<file path="src/rtl/pe_ctrl_pkg.sv">
// rtl/pe_ctrl_pkg.sv - shared state encoding and default parameters for the PE array controller
package pe_ctrl_pkg;

   localparam int DEF_ELEMENT_BITS = 8;
   localparam int DEF_P            = 4;
   localparam int DEF_CLK_RATIO    = 5;
   localparam int DEF_MAX_LEN      = 64;

   typedef enum logic [2:0] {
      IDLE,
      LOAD_W,
      STREAM,
      DRAIN,
      DONE
   } pe_state_t;

endpackage

</file>
<file path="src/rtl/pe_tick_gen.sv">
// rtl/pe_tick_gen.sv - PE step prescaler; tick on the last count, hold freezes it there
module pe_tick_gen #(
   parameter int CLK_RATIO = 5
)(
   input  logic i_clk,
   input  logic i_rst_n,
   input  logic i_run,
   input  logic i_hold,
   input  logic i_clear,
   output logic o_tick
);

   localparam int CW = (CLK_RATIO > 1) ? $clog2(CLK_RATIO) : 1;
   localparam logic [CW-1:0] LAST = CW'(CLK_RATIO - 1);

   logic [CW-1:0] r_cnt;

   always_ff @(posedge i_clk or negedge i_rst_n) begin
      if (!i_rst_n) begin
         r_cnt <= '0;
      end else if (i_clear) begin
         r_cnt <= '0;
      end else if (i_run && !i_hold) begin
         r_cnt <= (r_cnt == LAST) ? '0 : r_cnt + 1'b1;
      end
   end

   assign o_tick = i_run && (r_cnt == LAST);

endmodule

</file>
<file path="src/rtl/pe_array_ctrl.sv">
// rtl/pe_array_ctrl.sv - weight-load / stream / drain sequencer for a P-column PE array
// Optional PE_CTRL_STALL_CNT_EN adds o_stall_cnt (stalled STREAM cycles, saturating).
module pe_array_ctrl
   import pe_ctrl_pkg::*;
#(
   parameter int ELEMENT_BITS = DEF_ELEMENT_BITS,
   parameter int P            = DEF_P,
   parameter int CLK_RATIO    = DEF_CLK_RATIO,
   parameter int MAX_LEN      = DEF_MAX_LEN
)(
   input  logic                         i_sys_clk,
   input  logic                         i_reset_n,
   input  logic                         i_start,
   input  logic [$clog2(MAX_LEN+1)-1:0] i_vec_len,
   input  logic                         i_in_valid,
   input  logic [ELEMENT_BITS-1:0]      i_in_data,
   output logic                         o_in_ready,
   output logic                         o_pe_en,
   output logic                         o_w_load,
   output logic [$clog2(P)-1:0]         o_w_addr,
   output logic [ELEMENT_BITS-1:0]      o_pe_in_data,
   output logic                         o_out_valid,
   output logic                         o_busy,
   output logic                         o_done,
   output logic                         o_err
`ifdef PE_CTRL_STALL_CNT_EN
   ,
   output logic [15:0]                  o_stall_cnt
`endif
);

   localparam int LW = $clog2(MAX_LEN + 1);
   localparam int AW = $clog2(P);

   pe_state_t               r_state, w_state_nxt;
   logic [LW-1:0]           r_len, r_step;
   logic [AW-1:0]           r_waddr;
   logic [ELEMENT_BITS-1:0] r_data;
   logic                    r_err;
   logic                    w_tick, w_idle, w_len_ok, w_accept, w_hold;

   assign w_idle   = (r_state == IDLE);
   assign w_len_ok = (int'(i_vec_len) >= P) && (int'(i_vec_len) <= MAX_LEN);
   assign w_accept = w_idle && i_start && w_len_ok;
   assign w_hold   = (r_state == STREAM) && w_tick && !i_in_valid;

   pe_tick_gen #(.CLK_RATIO(CLK_RATIO)) u_tick (
      .i_clk   (i_sys_clk),
      .i_rst_n (i_reset_n),
      .i_run   (!w_idle),
      .i_hold  (w_hold),
      .i_clear (w_idle),
      .o_tick  (w_tick)
   );

   always_ff @(posedge i_sys_clk or negedge i_reset_n) begin
      if (!i_reset_n) r_state <= IDLE;
      else            r_state <= w_state_nxt;
   end

   always_comb begin
      w_state_nxt = r_state;
      o_pe_en     = 1'b0;
      o_w_load    = 1'b0;
      o_in_ready  = 1'b0;
      o_out_valid = 1'b0;
      case (r_state)
         IDLE: begin
            if (w_accept) w_state_nxt = LOAD_W;
         end
         LOAD_W: begin
            o_w_load = 1'b1;
            o_pe_en  = w_tick;
            if (w_tick && r_waddr == AW'(P - 1)) w_state_nxt = STREAM;
         end
         STREAM: begin
            o_in_ready  = w_tick;
            o_pe_en     = w_tick && i_in_valid;
            // the first P-1 elements only fill the pipeline
            o_out_valid = o_pe_en && (r_step >= LW'(P - 1));
            if (o_pe_en && r_step == r_len - 1'b1) w_state_nxt = DRAIN;
         end
         DRAIN: begin
            o_pe_en     = w_tick;
            o_out_valid = w_tick;
            if (w_tick && r_step == LW'(P - 2)) w_state_nxt = DONE;
         end
         DONE: begin
            w_state_nxt = IDLE;
         end
         default: w_state_nxt = IDLE;
      endcase
   end

   always_ff @(posedge i_sys_clk or negedge i_reset_n) begin
      if (!i_reset_n) begin
         r_len   <= '0;
         r_step  <= '0;
         r_waddr <= '0;
         r_data  <= '0;
         r_err   <= 1'b0;
      end else begin
         r_err <= w_idle && i_start && !w_len_ok;
         if (w_accept) begin
            r_len   <= i_vec_len;
            r_step  <= '0;
            r_waddr <= '0;
            r_data  <= '0;
         end else begin
            case (r_state)
               LOAD_W: if (w_tick) r_waddr <= (r_waddr == AW'(P - 1)) ? '0 : r_waddr + 1'b1;
               STREAM: if (o_pe_en) begin
                  r_data <= i_in_data;
                  r_step <= (r_step == r_len - 1'b1) ? '0 : r_step + 1'b1;
               end
               DRAIN: if (w_tick) begin
                  r_data <= '0;
                  r_step <= r_step + 1'b1;
               end
               default: ;
            endcase
         end
      end
   end

`ifdef PE_CTRL_STALL_CNT_EN
   logic [15:0] r_stall_cnt;

   always_ff @(posedge i_sys_clk or negedge i_reset_n) begin
      if (!i_reset_n)                            r_stall_cnt <= '0;
      else if (w_accept)                         r_stall_cnt <= '0;
      else if (w_hold && r_stall_cnt != 16'hFFFF) r_stall_cnt <= r_stall_cnt + 1'b1;
   end

   assign o_stall_cnt = r_stall_cnt;
`endif

   assign o_w_addr     = r_waddr;
   assign o_pe_in_data = r_data;
   assign o_busy       = !w_idle;
   assign o_done       = (r_state == DONE);
   assign o_err        = r_err;

endmodule

</file>
<file path="config.mk">
export PLATFORM = sky130hd
export DESIGN_NAME = pe_array_ctrl
export DESIGN_NICKNAME = d
export VERILOG_FILES = /design/src/rtl/pe_ctrl_pkg.sv /design/src/rtl/pe_tick_gen.sv /design/src/rtl/pe_array_ctrl.sv
export SDC_FILE = /design/constraint.sdc
export NUM_CORES = 1
export LEC_CHECK = 0
export ABC_AREA = 1
export BUFFER_PORTS_ARGS = -buffer_cell sky130_fd_sc_hd__buf_2
export CAP_MARGIN = 40
export CELL_PAD_IN_SITES_DETAIL_PLACEMENT = 1
export CELL_PAD_IN_SITES_GLOBAL_PLACEMENT = 1
export CORE_UTILIZATION = 40
export DETAILED_ROUTE_END_ITERATION = 10
export PLACE_DENSITY_LB_ADDON = 0.1
export SETUP_SLACK_MARGIN = 0.5
export SKIP_LAST_GASP = 1
export SYNTH_ARGS = -nofsm -noshare
export SYNTH_HDL_FRONTEND = slang
export SYNTH_SLANG_ARGS = --single-unit
</file>
<file path="constraint.sdc">
create_clock -name i_sys_clk -period 1.9 [get_ports i_sys_clk]
set_clock_uncertainty 0.15 [all_clocks]
set_input_delay 0.19 -clock i_sys_clk [delete_from_list [all_inputs] [get_ports i_sys_clk]]
set_output_delay 0.19 -clock i_sys_clk [all_outputs]
set_load 0.005 [all_outputs]
</file>
==> metrics.md <==
| Metric | Value |
|---|---|
| CP max stage delay | `0.47 ns` |
| Fmax | `461 MHz` |
| IO buf count | `35` |
| Clock power frac | `0.137` |
| Die area | `4750 um2` |
| Commonest cells in the netlist | `53 x nand2_1, 35 x inv_1, 31 x dfrtp_1` |
| Most used cell along the critical path | `nand2_1` |
| Switching Share | `0.470` |
| Die Span X | `68.9 um` |
| Core Area | `4140 um2` |
| Share of the synthesized area in the top cell type | `0.433` |
| Number of fill cells in the layout | `472` |
| Post-DRT Antenna Nets | `0` |
| Yosys reg bits | `31` |
| RSZ-0062 raised after global routing | `true` |
| Hold path startpoint | `i_in_data[3]` |
| Period utilization | `1.14` |
| Reg2Reg Launch Point | `r_len[2]` |
| Failing checks | `hold timing, setup timing` |
| Starting Density | `0.432` |
| Int Pwr | `2.77 mW` |
| Reg power frac | `0.234` |
| Reg2reg setup slack | `-0.27 ns` |
| Vias after detailed routing | `2096` |
| CP endpoint kind | `register` |
| Worst path slowest cell | `dfrtp_1` |
| Area delta synth->final | `62.2%` |
| Pre-CTS setup slack | `0.0696 ns` |
| Initial antenna violation count | `0` |
| Final WS setup | `-0.271 ns` |
| TritonCTS clock tree | `built` |
| Max-cap viol count | `0` |
| CTS max path bufs | `2` |
| Root buf cell | `clkbuf_8` |
| Initial DRC Count | `205` |
| GPL Wtd Cong | `0.761` |
| Sink Count | `31` |
| Cell depth of the worst min-delay path | `2` |
| First-pass GRT wire length | `10200 um` |
| # IOs | `36` |
| Multiplexer share of the synthesized area | `0` |
| Hold Crit Endpoint | `o_pe_in_data[3]` |
| Max-slew headroom | `0.498` |
| Number of global-route vias before repair | `1992` |
| Reg2reg end | `r_step[3]` |
| Netlist Area Pre-Place | `1790 um2` |
| CP Data Arrival Time | `2.19 ns` |
| Hold Vio Cnt, Final | `1` |
| Compound-Gate Fraction of Synth Area | `0.141` |
| Global Route Usage Sum | `0.313` |
| Multi-input gate area | `1150 um2` |
| Ys flop type | `dfrtp_1` |
| Clk_lat worst skew | `0.31 ns` |
| Mapped Cells | `223` |
| LEAKAGE | `1.48 nW` |
| Yosys warns | `0` |
| FF/Latch Area | `781 um2` |
| Hold slack | `-0.000607 ns` |
| Post-Route WL | `8590 um` |
| Yosys top cell by area | `dfrtp_1` |
| Initial DRT Pass Iterations | `4` |
| Drt wl/cell | `23.6 um` |
| Vias per inst | `5.76` |
| DP HPWL | `3470 um` |
| H-tree depth | `2` |
| Placed insts | `309` |
| Adder-Cell Fraction of Synth Area | `0.0419` |
| Switch Pwr | `2.46 mW` |
| Design Area, Final | `2910 um2` |
| Final min period | `2.17 ns` |
| R2r worst-path depth | `11` |
| DRC violations left | `0` |
| FP Rows | `23` |
| Syn Area/Cell | `8.03 um2` |
| Worst EP required | `1.92 ns` |
| Area share of and/or/nand/nor cells after synthesis | `0.257` |
| Slew @ Worst Pin | `0.754 ns` |
| Final std cells w/o fill | `364` |
| Status | `complete, but fails checks` |
| Mapped Nets | `248` |
| Pwr per Cell Area | `1800 nW/um2` |
| Synth unique cells | `30` |
| Crit path launch type | `register` |
| Post-DP Area | `2110 um2` |
| Ys async rst share | `1.00` |
| Critical setup path kind | `reg2reg` |
| Seq/Total Area, Yosys | `0.433` |
| Fin. max-slew vios | `0` |
| Nets | `338` |
| Chip height | `68.9 um` |
| Most numerous cell in the Yosys netlist | `nand2_1` |
| Fraction of layout cells with a size suffix above 1 | `0.522` |
| CP max FO | `7` |
| Max VDD drop | `0.855 mV` |
| Worst-path clk slew | `0.07 ns` |
| Hold WC Path Type | `in2reg` |
| Global route overflow | `0` |
| XOR/XNOR Fraction of Synth Area | `0.0342` |
| Comb power frac | `0.629` |
| Post-synth EDFFs | `0` |
| CTS buffer count | `5` |
| Antenna diodes | `0` |
| Final setup fails | `11` |
| Top cells by area, synth | `dfrtp_1 43%, nand2_1 11%, inv_1 7.3%` |
| Pin count of the biggest net entering global routing | `32` |
| Largest family of logic cells by synthesized area | `simple AND/OR/NAND/NOR gates` |
| Crit-path cells | `nor2_1 -> nand2_1 -> nand2_1 -> nand2_1 -> nor2_1 -> nand3_1 -> nor2_2 -> buf_4 -> nand2_4 -> nand2_8 -> o22ai_2` |
==> worst max-delay path, delay by kind of cell, from the launching register on <==
| family | cells | cell delay (ns) |
|---|---|---|
| and+or+nand+nor | 9 | 1.20 |
| DFF | 1 | 0.47 |
| buffers and inverters | 1 | 0.14 |
| AOI/OAI and AO/OA | 1 | 0.08 |
==> layout make-up <==
type | count | share of cell area
Clock buffer | 6 | 0.0284
Sequential cell | 31 | 0.269
Clock inverter | 2 | 0.0121
Multi-Input combinational cell | 150 | 0.396
Tap cell | 50 | 0.0215
Timing Repair Buffer | 86 | 0.222
Inverter | 39 | 0.0512
==> repair_timing <==
item	in CTS	in global routing
setup buffers	26	14
hold buffers	5	2
pin swaps	14	3
endpoints found under the hold margin	35	2
endpoints found under the setup margin	35	35
gates resized for setup	53	33
==> power by group through the flow <==
stage               Sequential, mW  Clock, mW  Combinational [mW]
floorplan                     1.16          0                1.32
global placement              1.20          0                1.75
detailed placement            1.21          0                1.79
CTS                           1.16      0.695                2.51
global route                  1.24      0.738                3.43
finish                        1.22      0.716                3.29
==> routing by layer <==
layer  track usage  vias up  part of all wire
met5             0        -                 0
met4         0.135        0             0.057
met3        0.0609       48             0.050
met2         0.569      102              0.51
met1         0.349     1037              0.38
li1              -      909                 -
==> placed cells by master (no fill, tap or decap), types with 5 or more instances in the layout <==
cell type,n
dfrtp_1,27
buf_2,32
clkbuf_8,6
nor2_1,11
dlygate4sd3_1,7
nand2_2,13
inv_2,15
nor2_2,5
nand2_4,8
buf_6,11
o21ai_2,7
o21ai_1,5
inv_1,23
o22ai_2,5
nand2_1,35
buf_4,34
nand3_1,13
a32o_1,8
==> logic make-up after synthesis <==
kind of cell / Yosys count
and+or+nand+nor: 101
buffers and inverters: 42
AOI/OAI and AO/OA: 36
DFF: 31
xor gates and xnor gates: 7
adders and majority gates: 6
==> worst max-delay path by stage <==
stage	start	end	slack (ns)
floorplan	r_len[0]	r_state[1]	0.26
global placement	r_len[0]	r_state[1]	0.13
detailed placement	r_len[0]	r_step[2]	0.07
CTS	r_step[0]	o_out_valid	0.10
global route	r_len[2]	r_step[3]	-0.30
finish	r_len[2]	r_step[3]	-0.27
==> metrics by stage <==
stage	total power [mW]	util	TNS (ns)
after detailed placement	3.00	0.510	0
after global placement	2.95	0.510	0
final	5.23	0.701	-2.46
after floorplan	2.48	-	0
after CTS	4.36	0.641	0
after global routing	5.41	0.701	-2.87
==> sequential cells by signal (all words and copies together) (netlist names) <==
name	flops
u_tick.r_cnt	3
r_len	7
o_err	1
o_w_addr	2
o_pe_in_data	8
r_state	3
r_step	7
No activity file was read; power rests on OpenSTA's default activity.
